### src/rtl/ps2_pkg.sv
// Shared scan-code, FSM-state, ASCII and action constants for the PS/2 keyboard path.
// SHIFT_CASE_EN adds the lowercase and shifted-digit ASCII constants.
package ps2_pkg;

    localparam logic [7:0] SC_BREAK   = 8'hF0;
    localparam logic [7:0] SC_EXT     = 8'hE0;
    localparam logic [7:0] SC_ENTER   = 8'h5A;
    localparam logic [7:0] SC_BKSP    = 8'h66;
    localparam logic [7:0] SC_SHIFT_L = 8'h12;
    localparam logic [7:0] SC_SHIFT_R = 8'h59;

    localparam logic [1:0] ST_IDLE     = 2'd0;
    localparam logic [1:0] ST_GOT_F0   = 2'd1;
    localparam logic [1:0] ST_GOT_E0   = 2'd2;
    localparam logic [1:0] ST_GOT_E0F0 = 2'd3;

    localparam logic [7:0] ASCII_UPPER_A  = 8'h41;
    localparam logic [7:0] ASCII_ZERO     = 8'h30;
    localparam logic [7:0] ASCII_SPACE    = 8'h20;
    localparam logic [7:0] ASCII_MINUS    = 8'h2D;
    localparam logic [7:0] ASCII_LBRACKET = 8'h5B;
    localparam logic [7:0] ASCII_RBRACKET = 8'h5D;
`ifdef SHIFT_CASE_EN
    localparam logic [7:0] ASCII_LOWER_A  = 8'h61;
    localparam logic [7:0] ASCII_LPAREN   = 8'h28;
    localparam logic [7:0] ASCII_RPAREN   = 8'h29;
`endif

    typedef enum logic [1:0] {
        ACT_NONE  = 2'd0,
        ACT_CHAR  = 2'd1,
        ACT_ENTER = 2'd2,
        ACT_BKSP  = 2'd3
    } action_t;

endpackage

### src/rtl/scancode_to_ascii.sv
// Combinational translation of a PS/2 set-2 make code into an action and ASCII byte.
// SHIFT_CASE_EN selects lowercase letters and shifted '9'/'0' when shift is not/is held.
module scancode_to_ascii
    import ps2_pkg::*;
(
    input  logic [7:0] scan_code,
    input  logic       shift,
    output logic [1:0] action,
    output logic [7:0] ascii
);

    logic       is_letter;
    logic [4:0] letter_idx;
    logic       is_digit;
    logic [3:0] digit;
    logic [7:0] letter_base;

`ifdef SHIFT_CASE_EN
    assign letter_base = shift ? ASCII_UPPER_A : ASCII_LOWER_A;
`else
    logic unused_shift;
    assign unused_shift = shift;
    assign letter_base  = ASCII_UPPER_A;
`endif

    always_comb begin
        is_letter  = 1'b1;
        letter_idx = 5'd0;
        case (scan_code)
            8'h1C: letter_idx = 5'd0;
            8'h32: letter_idx = 5'd1;
            8'h21: letter_idx = 5'd2;
            8'h23: letter_idx = 5'd3;
            8'h24: letter_idx = 5'd4;
            8'h2B: letter_idx = 5'd5;
            8'h34: letter_idx = 5'd6;
            8'h33: letter_idx = 5'd7;
            8'h43: letter_idx = 5'd8;
            8'h3B: letter_idx = 5'd9;
            8'h42: letter_idx = 5'd10;
            8'h4B: letter_idx = 5'd11;
            8'h3A: letter_idx = 5'd12;
            8'h31: letter_idx = 5'd13;
            8'h44: letter_idx = 5'd14;
            8'h4D: letter_idx = 5'd15;
            8'h15: letter_idx = 5'd16;
            8'h2D: letter_idx = 5'd17;
            8'h1B: letter_idx = 5'd18;
            8'h2C: letter_idx = 5'd19;
            8'h3C: letter_idx = 5'd20;
            8'h2A: letter_idx = 5'd21;
            8'h1D: letter_idx = 5'd22;
            8'h22: letter_idx = 5'd23;
            8'h35: letter_idx = 5'd24;
            8'h1A: letter_idx = 5'd25;
            default: is_letter = 1'b0;
        endcase

        is_digit = 1'b1;
        digit    = 4'd0;
        case (scan_code)
            8'h45: digit = 4'd0;
            8'h16: digit = 4'd1;
            8'h1E: digit = 4'd2;
            8'h26: digit = 4'd3;
            8'h25: digit = 4'd4;
            8'h2E: digit = 4'd5;
            8'h36: digit = 4'd6;
            8'h3D: digit = 4'd7;
            8'h3E: digit = 4'd8;
            8'h46: digit = 4'd9;
            default: is_digit = 1'b0;
        endcase

        action = ACT_NONE;
        ascii  = 8'h00;
        if (is_letter) begin
            action = ACT_CHAR;
            ascii  = letter_base + {3'b000, letter_idx};
        end else if (is_digit) begin
            action = ACT_CHAR;
            ascii  = ASCII_ZERO + {4'b0000, digit};
`ifdef SHIFT_CASE_EN
            if (shift && digit == 4'd9) ascii = ASCII_LPAREN;
            if (shift && digit == 4'd0) ascii = ASCII_RPAREN;
`endif
        end else begin
            case (scan_code)
                8'h29: begin action = ACT_CHAR; ascii = ASCII_SPACE;    end
                8'h4E: begin action = ACT_CHAR; ascii = ASCII_MINUS;    end
                8'h54: begin action = ACT_CHAR; ascii = ASCII_LBRACKET; end
                8'h5B: begin action = ACT_CHAR; ascii = ASCII_RBRACKET; end
                SC_ENTER: action = ACT_ENTER;
                SC_BKSP:  action = ACT_BKSP;
                // Shift keys never produce a character; their held state lives in the top.
                SC_SHIFT_L, SC_SHIFT_R: action = ACT_NONE;
                default: action = ACT_NONE;
            endcase
        end
    end

endmodule

### src/rtl/ps2_command_sequencer.sv
// Scan-code FSM, four-character word packer and show-ahead output FIFO for the keyboard path.
// SHIFT_CASE_EN adds left/right shift tracking that drives letter case and '('/')'.
module ps2_command_sequencer
    import ps2_pkg::*;
#(
    parameter int FIFO_DEPTH = 8,
    parameter int ADDR_W     = 3
) (
    input  logic        clock,
    input  logic        reset,
    input  logic [7:0]  ps2_info,
    input  logic        ps2_enable,
    output logic [31:0] out_data,
    output logic        out_valid,
    input  logic        out_ready,
    output logic        out_last,
    output logic        overflow
);

    logic [1:0]  state_q, state_d;
    logic [31:0] pack_q, pack_d;
    logic [1:0]  idx_q, idx_d;
    logic        push_v_q, push_v_d;
    logic [31:0] push_word_q, push_word_d;
    logic        push_last_q, push_last_d;

    logic [31:0]           mem_q [FIFO_DEPTH];
    logic [31:0]           mem_d [FIFO_DEPTH];
    logic [FIFO_DEPTH-1:0] last_q, last_d;
    logic [ADDR_W:0]       wr_ptr_q, wr_ptr_d;
    logic [ADDR_W:0]       rd_ptr_q, rd_ptr_d;
    logic                  overflow_q, overflow_d;

    logic       shift_held;
    logic [1:0] sc_action;
    logic [7:0] sc_ascii;

`ifdef SHIFT_CASE_EN
    logic shift_l_q, shift_l_d;
    logic shift_r_q, shift_r_d;
    assign shift_held = shift_l_q | shift_r_q;
`else
    assign shift_held = 1'b0;
`endif

    scancode_to_ascii u_xlate (
        .scan_code (ps2_info),
        .shift     (shift_held),
        .action    (sc_action),
        .ascii     (sc_ascii)
    );

    // Scan FSM and packer; a completed word is staged one cycle in push_*_q before the FIFO.
    always_comb begin
        state_d     = state_q;
        pack_d      = pack_q;
        idx_d       = idx_q;
        push_v_d    = 1'b0;
        push_word_d = push_word_q;
        push_last_d = push_last_q;
`ifdef SHIFT_CASE_EN
        shift_l_d   = shift_l_q;
        shift_r_d   = shift_r_q;
`endif
        if (ps2_enable) begin
            case (state_q)
                ST_IDLE: begin
                    if (ps2_info == SC_BREAK) begin
                        state_d = ST_GOT_F0;
                    end else if (ps2_info == SC_EXT) begin
                        state_d = ST_GOT_E0;
                    end else begin
`ifdef SHIFT_CASE_EN
                        if (ps2_info == SC_SHIFT_L) shift_l_d = 1'b1;
                        if (ps2_info == SC_SHIFT_R) shift_r_d = 1'b1;
`endif
                        if (sc_action == ACT_CHAR) begin
                            if (idx_q == 2'd3) begin
                                push_v_d    = 1'b1;
                                push_word_d = {pack_q[31:8], sc_ascii};
                                push_last_d = 1'b0;
                                pack_d      = '0;
                                idx_d       = 2'd0;
                            end else begin
                                case (idx_q)
                                    2'd0:    pack_d[31:24] = sc_ascii;
                                    2'd1:    pack_d[23:16] = sc_ascii;
                                    default: pack_d[15:8]  = sc_ascii;
                                endcase
                                idx_d = idx_q + 2'd1;
                            end
                        end else if (sc_action == ACT_ENTER) begin
                            push_v_d    = 1'b1;
                            push_word_d = pack_q;
                            push_last_d = 1'b1;
                            pack_d      = '0;
                            idx_d       = 2'd0;
                        end else if (sc_action == ACT_BKSP) begin
                            case (idx_q)
                                2'd1:    pack_d[31:24] = 8'h00;
                                2'd2:    pack_d[23:16] = 8'h00;
                                2'd3:    pack_d[15:8]  = 8'h00;
                                default: ;
                            endcase
                            if (idx_q != 2'd0) idx_d = idx_q - 2'd1;
                        end
                    end
                end
                ST_GOT_F0: begin
`ifdef SHIFT_CASE_EN
                    if (ps2_info == SC_SHIFT_L) shift_l_d = 1'b0;
                    if (ps2_info == SC_SHIFT_R) shift_r_d = 1'b0;
`endif
                    state_d = ST_IDLE;
                end
                ST_GOT_E0: begin
                    state_d = (ps2_info == SC_BREAK) ? ST_GOT_E0F0 : ST_IDLE;
                end
                default: state_d = ST_IDLE;
            endcase
        end
    end

    logic [ADDR_W-1:0] wr_addr, rd_addr;
    logic              fifo_empty, fifo_full, pop, wr_en;

    assign wr_addr    = wr_ptr_q[ADDR_W-1:0];
    assign rd_addr    = rd_ptr_q[ADDR_W-1:0];
    assign fifo_empty = (wr_ptr_q == rd_ptr_q);
    assign fifo_full  = (wr_ptr_q[ADDR_W] != rd_ptr_q[ADDR_W]) &&
                        (wr_ptr_q[ADDR_W-1:0] == rd_ptr_q[ADDR_W-1:0]);
    assign pop        = !fifo_empty && out_ready;
    // When full, a simultaneous pop frees the slot the push overwrites.
    assign wr_en      = push_v_q && (!fifo_full || pop);

    always_comb begin
        mem_d      = mem_q;
        last_d     = last_q;
        if (wr_en) begin
            mem_d[wr_addr]  = push_word_q;
            last_d[wr_addr] = push_last_q;
        end
        wr_ptr_d   = wr_ptr_q + (ADDR_W+1)'(wr_en);
        rd_ptr_d   = rd_ptr_q + (ADDR_W+1)'(pop);
        overflow_d = overflow_q | (push_v_q && fifo_full && !pop);
    end

    assign out_valid = !fifo_empty;
    assign out_data  = fifo_empty ? 32'h0 : mem_q[rd_addr];
    assign out_last  = !fifo_empty && last_q[rd_addr];
    assign overflow  = overflow_q;

    always_ff @(posedge clock or negedge reset) begin
        if (!reset) begin
            state_q     <= ST_IDLE;
            pack_q      <= '0;
            idx_q       <= 2'd0;
            push_v_q    <= 1'b0;
            push_word_q <= '0;
            push_last_q <= 1'b0;
            for (int i = 0; i < FIFO_DEPTH; i++) mem_q[i] <= '0;
            last_q      <= '0;
            wr_ptr_q    <= '0;
            rd_ptr_q    <= '0;
            overflow_q  <= 1'b0;
`ifdef SHIFT_CASE_EN
            shift_l_q   <= 1'b0;
            shift_r_q   <= 1'b0;
`endif
        end else begin
            state_q     <= state_d;
            pack_q      <= pack_d;
            idx_q       <= idx_d;
            push_v_q    <= push_v_d;
            push_word_q <= push_word_d;
            push_last_q <= push_last_d;
            mem_q       <= mem_d;
            last_q      <= last_d;
            wr_ptr_q    <= wr_ptr_d;
            rd_ptr_q    <= rd_ptr_d;
            overflow_q  <= overflow_d;
`ifdef SHIFT_CASE_EN
            shift_l_q   <= shift_l_d;
            shift_r_q   <= shift_r_d;
`endif
        end
    end

endmodule

### config.mk
export PLATFORM = sky130hd
export DESIGN_NAME = ps2_command_sequencer
export DESIGN_NICKNAME = d
export VERILOG_FILES = /design/src/rtl/ps2_pkg.sv /design/src/rtl/scancode_to_ascii.sv /design/src/rtl/ps2_command_sequencer.sv
export SDC_FILE = /design/constraint.sdc
export NUM_CORES = 1
export LEC_CHECK = 0
export CORE_MARGIN = 2
export CORE_UTILIZATION = 66
export DETAILED_ROUTE_END_ITERATION = 8
export PLACE_DENSITY = 0.9
export SYNTH_ARGS = -nofsm -noshare
export SYNTH_HDL_FRONTEND = slang
export SYNTH_SLANG_ARGS = --single-unit
### constraint.sdc
create_clock -name clock -period 6.9 [get_ports clock]
set_input_delay 0.69 -clock clock [delete_from_list [all_inputs] [get_ports clock]]
set_output_delay 0.69 -clock clock [all_outputs]
set_load 0.01 [all_outputs]
==> flow_metrics.tcl <==
set metrics [dict create \
    nNetsFinal 1093 \
    dpl_cell_area_mm2 0.01475 \
    avgViaCountPerCell 6.588 \
    place_inst 1313 \
    slew_violations 0 \
    fin_worst_skew_ns 0.01749 \
    cts-root-buf "clkbuf_16" \
    synth.top_cell.area_share 0.5225 \
    clk_pin_slew_worst_paths_ns 0.06 \
    via_count 8973 \
    fillCellCount 1208 \
    avgRoutedWirePerCell_um 23.24 \
    cts_buffers 29 \
    grt_overflow_total 0 \
    crit_path_max_fanout 27 \
    setup_viol 0 \
    drtPass1Iterations 5 \
    grt_use_met3 0.04576 \
    cts_max_level 1 \
    n_antenna_cell 0 \
    synthArstFlopShare 1.000 \
    grt_pass1_wl_mm 51.30 \
    place_ws_ns 1.814 \
    die_area_mm2 0.02267 \
    post-route-period-util 0.6929 \
    io_buffer_count 42 \
    cts_setup_buffers 0 \
    yosys-top-cells-area "dfrtp_1 (52%), mux2_2 (19%), mux4_2 (9.2%), nand2_1 (2.5%), mux2i_1 (2.1%)" \
    fin_ws_ns 2.119 \
    end_kind "flop" \
    drive_above_1_share 0.3597 \
    relSlewSlack 0.1224 \
    yosys_warnings 0 \
    slowest_delay_ns 1.14 \
    hpwl_mm 18.00 \
    grt_max_degree 84 \
    synth-edff-count 0 \
    yosysSeqAreaShare 0.5225 \
    grt_busiest_layer "met2" \
    required_ns 7.33 \
    ir_drop_mv 0.2323 \
    clock_latency_ns 0.56 \
    cts_resized 0 \
    synth_xor_area_frac 0.006707 \
    drt.antenna.violating_nets 0 \
    hold_viol 0 \
    post-route-cell-area_mm2 0.01570 \
    synth_top_family_by_area "multiplexers" \
    gp_congestion 0.8837 \
    antenna_found_initial 0 \
    power_mw 4.140 \
    fmax_mhz 209.2 \
    gr-usage-met2 0.4775 \
    synth-simple-area-share 0.08155 \
    yosysTopAreaCell "dfrtp_1" \
    final_core_util 0.7470 \
    start_kind "primary input" \
    worstSetupPathType "in2reg" \
    finalSetupTns_ns 0 \
    worst_pin_slew_ns 1.311 \
    drc_errors 0 \
    wl_mm 31.66 \
    synth-seq-cells 296 \
    cts_sinks 296 \
    syn_to_final_growth_pct 10.77 \
    leakagePower_nw 7.601 \
    die_h_um 150.6 \
    multi_input_area_mm2 0.006415 \
    clockBufferDepth 3 \
    cts_tree "built" \
    use_met1 0.4121 \
    worstPathArrival_ns 5.21 \
    num_rows 53 \
    rsz0062_at_grt "no" \
    status "finished clean" \
    path_delay_family "simple AND/OR/NAND/NOR gates" \
    muxShareOfSynthArea 0.3103 \
    synth_ff_type "dfrtp_1" \
    grt_pass1_vias 9453 \
    cts_hold_buf 0 \
    holdCritPathClass "in2async" \
    hold_ws_ns 0.1061 \
    max_cap_violations 0 \
    drt_first_iter_violations 643 \
    grt_usage 0.2932 \
    synth-adder-area-share 0.01059 \
    critPathBufInv 1 \
    cp_slowest_cell "clkdlybuf4s50_1" \
    synth-compound-area-share 0.04016 \
    finalNonFillerCells 1362 \
    path_cells "clkdlybuf4s50_1, nand2_1, or4_1, a21oi_1, a211oi_2, nand3_1, ha_1, nand2b_1, o221ai_1, mux2_2" \
    syn_inst 1057 \
    synth.avg_cell_area_um2 13.41 \
    die_w_um 150.6 \
    power_density_mw_per_mm2 263.6 \
    boundaryPins 47 \
    finalCriticalPeriod_ns 4.781 \
    synth_cell_types 72 \
    seqCellArea_mm2 0.007413 \
    core_mm2 0.02102 \
    syn_area_mm2 0.01418 \
    start_util 0.6744 \
]
cell usage after synthesis, types with 4 or more instances:
| master | instances |
|---|---|
| o21ai_1 | 4 |
| a21oi_1 | 12 |
| ha_1 | 12 |
| buf_1 | 8 |
| nand2b_1 | 11 |
| inv_1 | 9 |
| nor3_1 | 11 |
| buf_2 | 23 |
| and3_1 | 6 |
| clkbuf_1 | 41 |
| nor2b_1 | 13 |
| nand3_1 | 11 |
| dfrtp_1 | 296 |
| nand3b_1 | 5 |
| xnor2_1 | 7 |
| mux2i_1 | 30 |
| nor3b_1 | 4 |
| nand2_1 | 95 |
| o21ai_0 | 15 |
| nor2_1 | 55 |
| buf_4 | 5 |
| mux2_2 | 240 |
| mux2_4 | 6 |
| mux4_2 | 58 |
| o31ai_1 | 11 |
state kept, by name, summed over array words and instances, names as in the netlist:
name	cells
push_word_q	28
pack_q	21
last_q	8
overflow	1
wr_ptr_q	4
idx_q	2
rd_ptr_q	4
mem_q	224
push_last_q	1
state_q	2
push_v_q	1
final timing paths:
kind | startpoint | to | slack (ns) | depth (start not counted)
min in group clock | overflow | overflow | 0.46 | 1
hold / removal | reset | mem_q[240] | 0.11 | 1
setup reg to reg | rd_ptr_q[1] | mem_q[166] | 2.96 | 9
hold reg to reg | overflow | overflow | 0.46 | 1
setup / recovery | ps2_info[3] | pack_q[22] | 2.12 | 10
max in group asynchronous | reset | mem_q[28] | 5.42 | 2
routing by layer:
metal	wire length (um)	share of wire
met1	13130	0.41
met2	15810	0.50
met3	2001	0.063
met4	719	0.023
met5	0	0
worst reg2reg max path: cells and delay by family, from the launching register on:
family	cells	cell delay, ns
flip-flops	1	0.34
XOR/XNOR	1	0.16
AND/OR/NAND/NOR	5	1.70
multiplexers	1	0.40
buffers and inverters	2	1.22
report_power, final:
group	switching (mW)	leakage (nW)	internal [mW]
logic	0.396	3.02	0.279
clock network	0.671	0.467	0.913
registers	0.101	4.11	1.78
total	1.17	7.60	2.97
placed cells by master, fill, tap and decap left out, types with 4 or more instances in the layout:
cell / n
mux2_2: 240
nor2_1: 54
nand3b_1: 5
buf_4: 15
ha_1: 12
nand2_1: 95
mux2_4: 6
nor2b_1: 12
clkinvlp_4: 4
clkdlybuf4s50_1: 41
o31ai_1: 11
nor3_1: 10
xnor2_1: 7
nand2b_1: 11
conb_1: 4
o21ai_0: 15
nand3_1: 10
clkbuf_16: 29
clkinv_2: 8
mux4_2: 58
o21ai_1: 4
a21oi_1: 12
mux2i_1: 30
inv_1: 9
dfrtp_1: 293
and3_1: 6
logic make-up after synthesis:
group,after synthesis
and+or+nand+nor,236
xor gates and xnor gates,10
other,1
DFF,296
buffers and inverters,89
adders and majority gates,12
muxes,334
AOI/OAI and AO/OA,79
layout make-up:
cell class,instances,share of cell area
inverter,10,0.002390
sequential,296,0.4721
tap,275,0.02191
timing repair buffer,57,0.03426
clock buffer,32,0.04884
multi-input combinational,675,0.4085
clock inverter,17,0.01203
(Power assumes the default switching activity.)
